--- src/rtl/uart_program_memory_pkg.sv ---
// Shared definitions for the UART-loaded program memory: loader state
// encoding, frame constants and a small state classification helper.
package uart_program_memory_pkg;

  typedef enum logic [2:0] {
    ST_IDLE   = 3'd0,
    ST_LEN_HI = 3'd1,
    ST_LEN_LO = 3'd2,
    ST_DATA   = 3'd3,
    ST_CSUM   = 3'd4,
    ST_DONE   = 3'd5,
    ST_ERROR  = 3'd6
  } loader_state_e;

  localparam logic [7:0]  DEFAULT_SYNC_BYTE = 8'hA5;
  localparam int unsigned MAX_FRAME_LEN     = 4096;

  // True while a frame is being received (timeout window and loading flag).
  function automatic logic is_loading(input loader_state_e s);
    case (s)
      ST_LEN_HI, ST_LEN_LO, ST_DATA, ST_CSUM: return 1'b1;
      default:                                return 1'b0;
    endcase
  endfunction

endpackage

--- src/rtl/uart_program_memory.sv ---
// Instruction memory filled from a framed UART byte stream
// (sync, 16-bit length, MSB-first words, 8-bit additive checksum).
module uart_program_memory
  import uart_program_memory_pkg::*;
#(
  parameter int unsigned INSTR_WIDTH    = 16,
  parameter int unsigned DEPTH          = 32,
  parameter int unsigned TIMEOUT_CYCLES = 1000000,
  parameter logic [7:0]  SYNC_BYTE      = DEFAULT_SYNC_BYTE,
  localparam int unsigned ADDR_W         = $clog2(DEPTH),
  localparam int unsigned BYTES_PER_WORD = INSTR_WIDTH / 8
) (
  input  logic                   CLK,
  input  logic                   RST_N,
  input  logic                   rx_valid,
  input  logic [7:0]             rx_data,
  input  logic                   reload,
  input  logic [ADDR_W-1:0]      program_counter,
  output logic [INSTR_WIDTH-1:0] instruction,
  output logic                   load_done,
  output logic                   load_error,
  output logic                   loading,
  output logic [15:0]            word_count
);

  localparam int unsigned   TMR_W     = $clog2(TIMEOUT_CYCLES) + 1;
  localparam logic [TMR_W-1:0] TMR_LIMIT = TMR_W'(TIMEOUT_CYCLES - 1);
  localparam logic [16:0]   DEPTH_L   = 17'(DEPTH);
  localparam logic [3:0]    LAST_BYTE = 4'(BYTES_PER_WORD - 1);

  loader_state_e          state_r, state_nxt_s;
  logic [7:0]             len_hi_r, len_hi_nxt_s;
  logic [15:0]            word_count_r, word_count_nxt_s;
  logic [15:0]            word_idx_r, word_idx_nxt_s;
  logic [3:0]             byte_idx_r, byte_idx_nxt_s;
  logic [7:0]             sum_r, sum_nxt_s;
  logic [INSTR_WIDTH-1:0] asm_r, asm_nxt_s;
  logic [TMR_W-1:0]       timer_r, timer_nxt_s;
  logic                   done_r, done_nxt_s;
  logic                   error_r, error_nxt_s;
  logic                   loading_r;
  logic [INSTR_WIDTH-1:0] instruction_r;
  logic                   mem_we_s;
  logic [15:0]            len_s;
  logic                   timeout_s;

  logic [INSTR_WIDTH-1:0] mem_r [DEPTH];

  assign len_s     = {len_hi_r, rx_data};
  assign timeout_s = (timer_r == TMR_LIMIT);

  // Loader next-state, datapath next values and memory write strobe.
  always_comb begin
    state_nxt_s      = state_r;
    len_hi_nxt_s     = len_hi_r;
    word_count_nxt_s = word_count_r;
    word_idx_nxt_s   = word_idx_r;
    byte_idx_nxt_s   = byte_idx_r;
    sum_nxt_s        = sum_r;
    asm_nxt_s        = asm_r;
    done_nxt_s       = done_r;
    error_nxt_s      = error_r;
    mem_we_s         = 1'b0;
    timer_nxt_s      = '0;

    if (!reload && !rx_valid && is_loading(state_r) && !timeout_s) begin
      timer_nxt_s = timer_r + TMR_W'(1);
    end else begin
      timer_nxt_s = '0;
    end

    if (reload) begin
      state_nxt_s = ST_IDLE;
      done_nxt_s  = 1'b0;
      error_nxt_s = 1'b0;
    end else if (!rx_valid && timeout_s && is_loading(state_r)) begin
      state_nxt_s = ST_ERROR;
      done_nxt_s  = 1'b0;
      error_nxt_s = 1'b1;
    end else begin
      case (state_r)
        ST_IDLE, ST_ERROR: begin
          if (rx_valid && (rx_data == SYNC_BYTE)) begin
            state_nxt_s = ST_LEN_HI;
            error_nxt_s = 1'b0;
          end else begin
            state_nxt_s = state_r;
          end
        end
        ST_LEN_HI: begin
          if (rx_valid) begin
            len_hi_nxt_s = rx_data;
            state_nxt_s  = ST_LEN_LO;
          end else begin
            state_nxt_s = state_r;
          end
        end
        ST_LEN_LO: begin
          if (rx_valid && ((len_s == 16'd0) || ({1'b0, len_s} > DEPTH_L))) begin
            state_nxt_s = ST_ERROR;
            done_nxt_s  = 1'b0;
            error_nxt_s = 1'b1;
          end else if (rx_valid) begin
            word_count_nxt_s = len_s;
            word_idx_nxt_s   = 16'd0;
            byte_idx_nxt_s   = 4'd0;
            sum_nxt_s        = 8'd0;
            state_nxt_s      = ST_DATA;
          end else begin
            state_nxt_s = state_r;
          end
        end
        ST_DATA: begin
          if (rx_valid) begin
            sum_nxt_s = sum_r + rx_data;
            asm_nxt_s = (asm_r << 8) | INSTR_WIDTH'(rx_data);
            if (byte_idx_r == LAST_BYTE) begin
              mem_we_s       = 1'b1;
              byte_idx_nxt_s = 4'd0;
              word_idx_nxt_s = word_idx_r + 16'd1;
              if (word_idx_r == (word_count_r - 16'd1)) begin
                state_nxt_s = ST_CSUM;
              end else begin
                state_nxt_s = ST_DATA;
              end
            end else begin
              byte_idx_nxt_s = byte_idx_r + 4'd1;
            end
          end else begin
            state_nxt_s = state_r;
          end
        end
        ST_CSUM: begin
          if (rx_valid && (rx_data == sum_r)) begin
            state_nxt_s = ST_DONE;
            done_nxt_s  = 1'b1;
            error_nxt_s = 1'b0;
          end else if (rx_valid) begin
            state_nxt_s = ST_ERROR;
            done_nxt_s  = 1'b0;
            error_nxt_s = 1'b1;
          end else begin
            state_nxt_s = state_r;
          end
        end
        ST_DONE: state_nxt_s = ST_DONE;
        default: state_nxt_s = ST_IDLE;
      endcase
    end
  end

  // Loader state and datapath registers.
  always_ff @(posedge CLK or negedge RST_N) begin
    if (!RST_N) begin
      state_r      <= ST_IDLE;
      len_hi_r     <= 8'd0;
      word_count_r <= 16'd0;
      word_idx_r   <= 16'd0;
      byte_idx_r   <= 4'd0;
      sum_r        <= 8'd0;
      asm_r        <= '0;
      timer_r      <= '0;
      done_r       <= 1'b0;
      error_r      <= 1'b0;
      loading_r    <= 1'b0;
    end else begin
      state_r      <= state_nxt_s;
      len_hi_r     <= len_hi_nxt_s;
      word_count_r <= word_count_nxt_s;
      word_idx_r   <= word_idx_nxt_s;
      byte_idx_r   <= byte_idx_nxt_s;
      sum_r        <= sum_nxt_s;
      asm_r        <= asm_nxt_s;
      timer_r      <= timer_nxt_s;
      done_r       <= done_nxt_s;
      error_r      <= error_nxt_s;
      loading_r    <= is_loading(state_nxt_s);
    end
  end

  // Memory array write; contents survive reset so a partial load stays visible.
  always_ff @(posedge CLK) begin
    if (mem_we_s) begin
      mem_r[word_idx_r[ADDR_W-1:0]] <= asm_nxt_s;
    end
  end

  // Registered fetch port; same-address write in this cycle returns old data.
  always_ff @(posedge CLK or negedge RST_N) begin
    if (!RST_N) begin
      instruction_r <= '0;
    end else begin
      instruction_r <= mem_r[program_counter];
    end
  end

  assign instruction = instruction_r;
  assign load_done   = done_r;
  assign load_error  = error_r;
  assign loading     = loading_r;
  assign word_count  = word_count_r;

endmodule
--- config.mk ---
export PLATFORM = sky130hd
export DESIGN_NAME = uart_program_memory
export DESIGN_NICKNAME = d
export VERILOG_FILES = /design/src/rtl/uart_program_memory_pkg.sv /design/src/rtl/uart_program_memory.sv
export SDC_FILE = /design/constraint.sdc
export NUM_CORES = 1
export LEC_CHECK = 0
export ABC_AREA = 0
export BUFFER_PORTS_ARGS = -buffer_cell sky130_fd_sc_hd__buf_2
export CORE_UTILIZATION = 45
export DETAILED_ROUTE_END_ITERATION = 8
export PLACE_DENSITY = 0.67
export SLEW_MARGIN = 20
export SYNTH_ARGS = -nofsm -noshare
export SYNTH_HDL_FRONTEND = slang
export SYNTH_SLANG_ARGS = --single-unit
--- constraint.sdc ---
create_clock -name CLK -period 4.9 [get_ports CLK]
set_input_delay 0.245 -clock CLK [delete_from_list [all_inputs] [get_ports CLK]]
set_output_delay 0.245 -clock CLK [all_outputs]
set_load 0.005 [all_outputs]
==> results.ini <==
[die]
start_util_pct = 45.6
rows = 86
die_h_um = 238
die_x_um = 238
dieArea_sq_mm = 0.0568
num_io_pins = 52
core_sq_mm = 0.0551

[synth]
syn_inst = 1322
ys_seq_elements = 623
yosys_warnings = 0
synth.net_count = 1355
synth-edff-count = 512
synth_area_sq_mm = 0.0251
ys_seq_area_share_pct = 72.2
yosysTopAreaCell = edfxtp_1
synth.avg_cell_area_sq_um = 19.0
ys.flop_type = edfxtp_1
synth-async-reset-ratio_pct = 17.8
synth_area_leaders = edfxtp_1 61%, mux4_2 14%, dfrtp_1 11%
synth.top_cells.by_count = 512 x edfxtp_1, 160 x mux4_2, 111 x dfrtp_1
ys_types = 63
yosysTopAreaCellShare_pct = 61.2
yosysMostFrequentCell = edfxtp_1

[cts]
clockRootBuffer = clkbuf_16
cts_sinks = 623
clk_pin_slew_ps = 60
numCtsBuffers = 66
cts_resized = 0
cts_tree = yes
cts_max_level = 3
clk_latency_ps = 600
cts_max_path_buffers = 3

[sta]
rsz0062_at_grt = false
finalHoldViolations = 0
fin_skew_ps = 18.7
final_max_slew_viol_count = 0
period_share_pct = 77.4
setup_violations = 0
fin_crit_ps = 3790
max_freq_mhz = 264
fin_ws_ps = 1110
fin_tns_setup_ps = 0
worst_pin_slew_ps = 979
relSlewSlack_pct = 34.7

[placement]
place.gp.congestion = 0.866
io_buffers = 51
place_ws_ps = 1210
dpl.hpwl_mm = 34.7

[global_route]
grt_overflow = 0
grt_max_degree = 68
antenna_found_initial = 0
grt_pass1_vias = 12922
grt_pass1_wl_mm = 85.0
grt_usage_pct = 20.7

[setup_path]
slowest_stage = nor2_2
crit_path_start_kind = flip-flop
worstSetupPathType = flip-flop to flip-flop
crit_fanout = 26
worstPathArrival_ps = 4010
crit_path_max_incr_delay_ps = 900
crit_family = simple AND/OR/NAND/NOR gates
worst_setup_path_end_kind = flip-flop
cp_num_buf_inv = 2
worstPathCellList = inv_1 -> nor2_1 -> nand2_1 -> nor2_2 -> buf_4 -> and2_1 -> nand2_1 -> nor2_2
required_ps = 5120

[route]
drc = 0
wirelength_mm = 56.3
first_iter_violations = 1304
vias = 12667
drtAntennaViolNets = 0
wire_per_inst_um = 25.6
firstDrtPassIters = 5
vias_per_cell = 5.77

[power]
comb_power_share_pct = 5.2
peakVddDrop_mv = 0.285
p_int_mw = 8.96
power_density_mw_per_mm2 = 398
p_seq_share_pct = 51.6
p_clk_share_pct = 43.2
power_switching_share_pct = 21.2
switching_power_mw = 2.41
leakage_nw = 9.22

[run]
drv_cap = 0

[final_layout]
nets = 1432
drive_above_1_share_pct = 27.3
diodes = 0
syn2layout_area_growth_pct = 13.5

[hold_path]
hp-class = primary input to flip-flop

[status]
status = finished clean

-- sequential cells by signal (all words and copies together), names as in the netlist --
name / flops
word_idx_r: 16
sum_r: 8
state_r: 3
instruction: 16
asm_r: 16
load_error: 1
word_count: 16
mem_r: 512
loading: 1
len_hi_r: 8
load_done: 1
timer_r: 21
byte_idx_r: 4
-- metal layers --
layer	vias to the layer above	part of all wire, %	routed length, um	track usage (%)
met5	-	0	0	0
met4	0	2.2	1230	5.50
met3	77	7.8	4400	5.22
met2	486	46	25800	30.9
met1	6632	44	24800	30.5
li1	5472	-	-	-
-- cell usage in the layout (no fill, tap or decap), drive strengths merged, types with 21 or more instances in the layout --
cell type  synthesis  layout
xnor2             28      28
edfxtp           512     512
xor2              23      23
o21ai             28      28
nor2              75      75
nand3             21      21
clkbuf            46      88
dfrtp            111     111
mux4             160     160
nand2             48      48
inv               17      21
buf               17      62
nor3              23      23
mux2              42      42
-- worst register-to-register path, cell delays in order (launching register included) --
cell and delay (ps):
dfrtp_1 510, inv_1 190, nor2_1 240, nand2_1 260, nor2_2 170, buf_4 310, and2_1 310, nand2_1 520
nor2_2 910
-- power groups by stage --
stage,registers [mW],logic [mW],clock network [mW]
global route,5.86,0.642,5.19
floorplan,5.94,0.379,0
detailed placement,5.96,0.595,0
finish,5.86,0.594,4.91
global placement,5.96,0.585,0
CTS,5.86,0.603,4.99
-- worst paths after layout --
path	start	to	slack, ps	depth (start not counted)
max in group asynchronous	RST_N	instruction[10]$_DFF_PN0_	3440	3
hold / removal	rx_data[7]	len_hi_r[7]$_DFFE_PN0P_	80	2
hold reg to reg	timer_r[0]$_DFF_PN0_	timer_r[0]$_DFF_PN0_	490	1
setup / recovery	state_r[0]$_DFF_PN0_	mem_r[2][0]$_DFFE_PP_	1110	8
setup reg to reg	state_r[0]$_DFF_PN0_	mem_r[2][0]$_DFFE_PP_	1110	8
min in group asynchronous	RST_N	word_count[12]$_DFFE_PN0P_	280	2
-- timing repair --
action,in CTS,in global routing
buffers inserted,0,0
endpoints found under the hold margin,72,0
hold buffers,9,0
-- final cells by class --
| class | count | area (sq um) |
|---|---|---|
| clock buffers | 87 | 1790 |
| clock inverters | 31 | 329 |
| fillers | 4416 | 26600 |
| inverters | 17 | 63.8 |
| multi-input cells | 619 | 6760 |
| flip-flops and latches | 623 | 18200 |
| well taps | 748 | 936 |
| repair buffers | 72 | 487 |
-- cell families (layout without fill, tap and decap cells) --
group	after synthesis	after routing	synth area share [%]
compound gates	91	91	2.40
xor+xnor	51	51	1.78
fa+ha+maj	16	16	0.826
simple gates	256	256	5.16
flops	623	623	72.2
buf+inv	80	207	1.26
mux	205	205	16.3
-- per-stage QoR --
step                      util (%)  instances  hold slack (ps)  area (sq um)  total power, mW
after floorplan                  -       1322            -50.6         25100             6.32
after global placement        47.8       2070              367         26300             6.55
after detailed placement      47.8       2070              377         26300             6.56
after CTS                     51.8       2197             50.4         28500             11.5
after global routing          51.8       2197             54.7         28500             11.7
final                         51.8       2197             79.4         28500             11.4
Power figures use the tool's default switching activity.
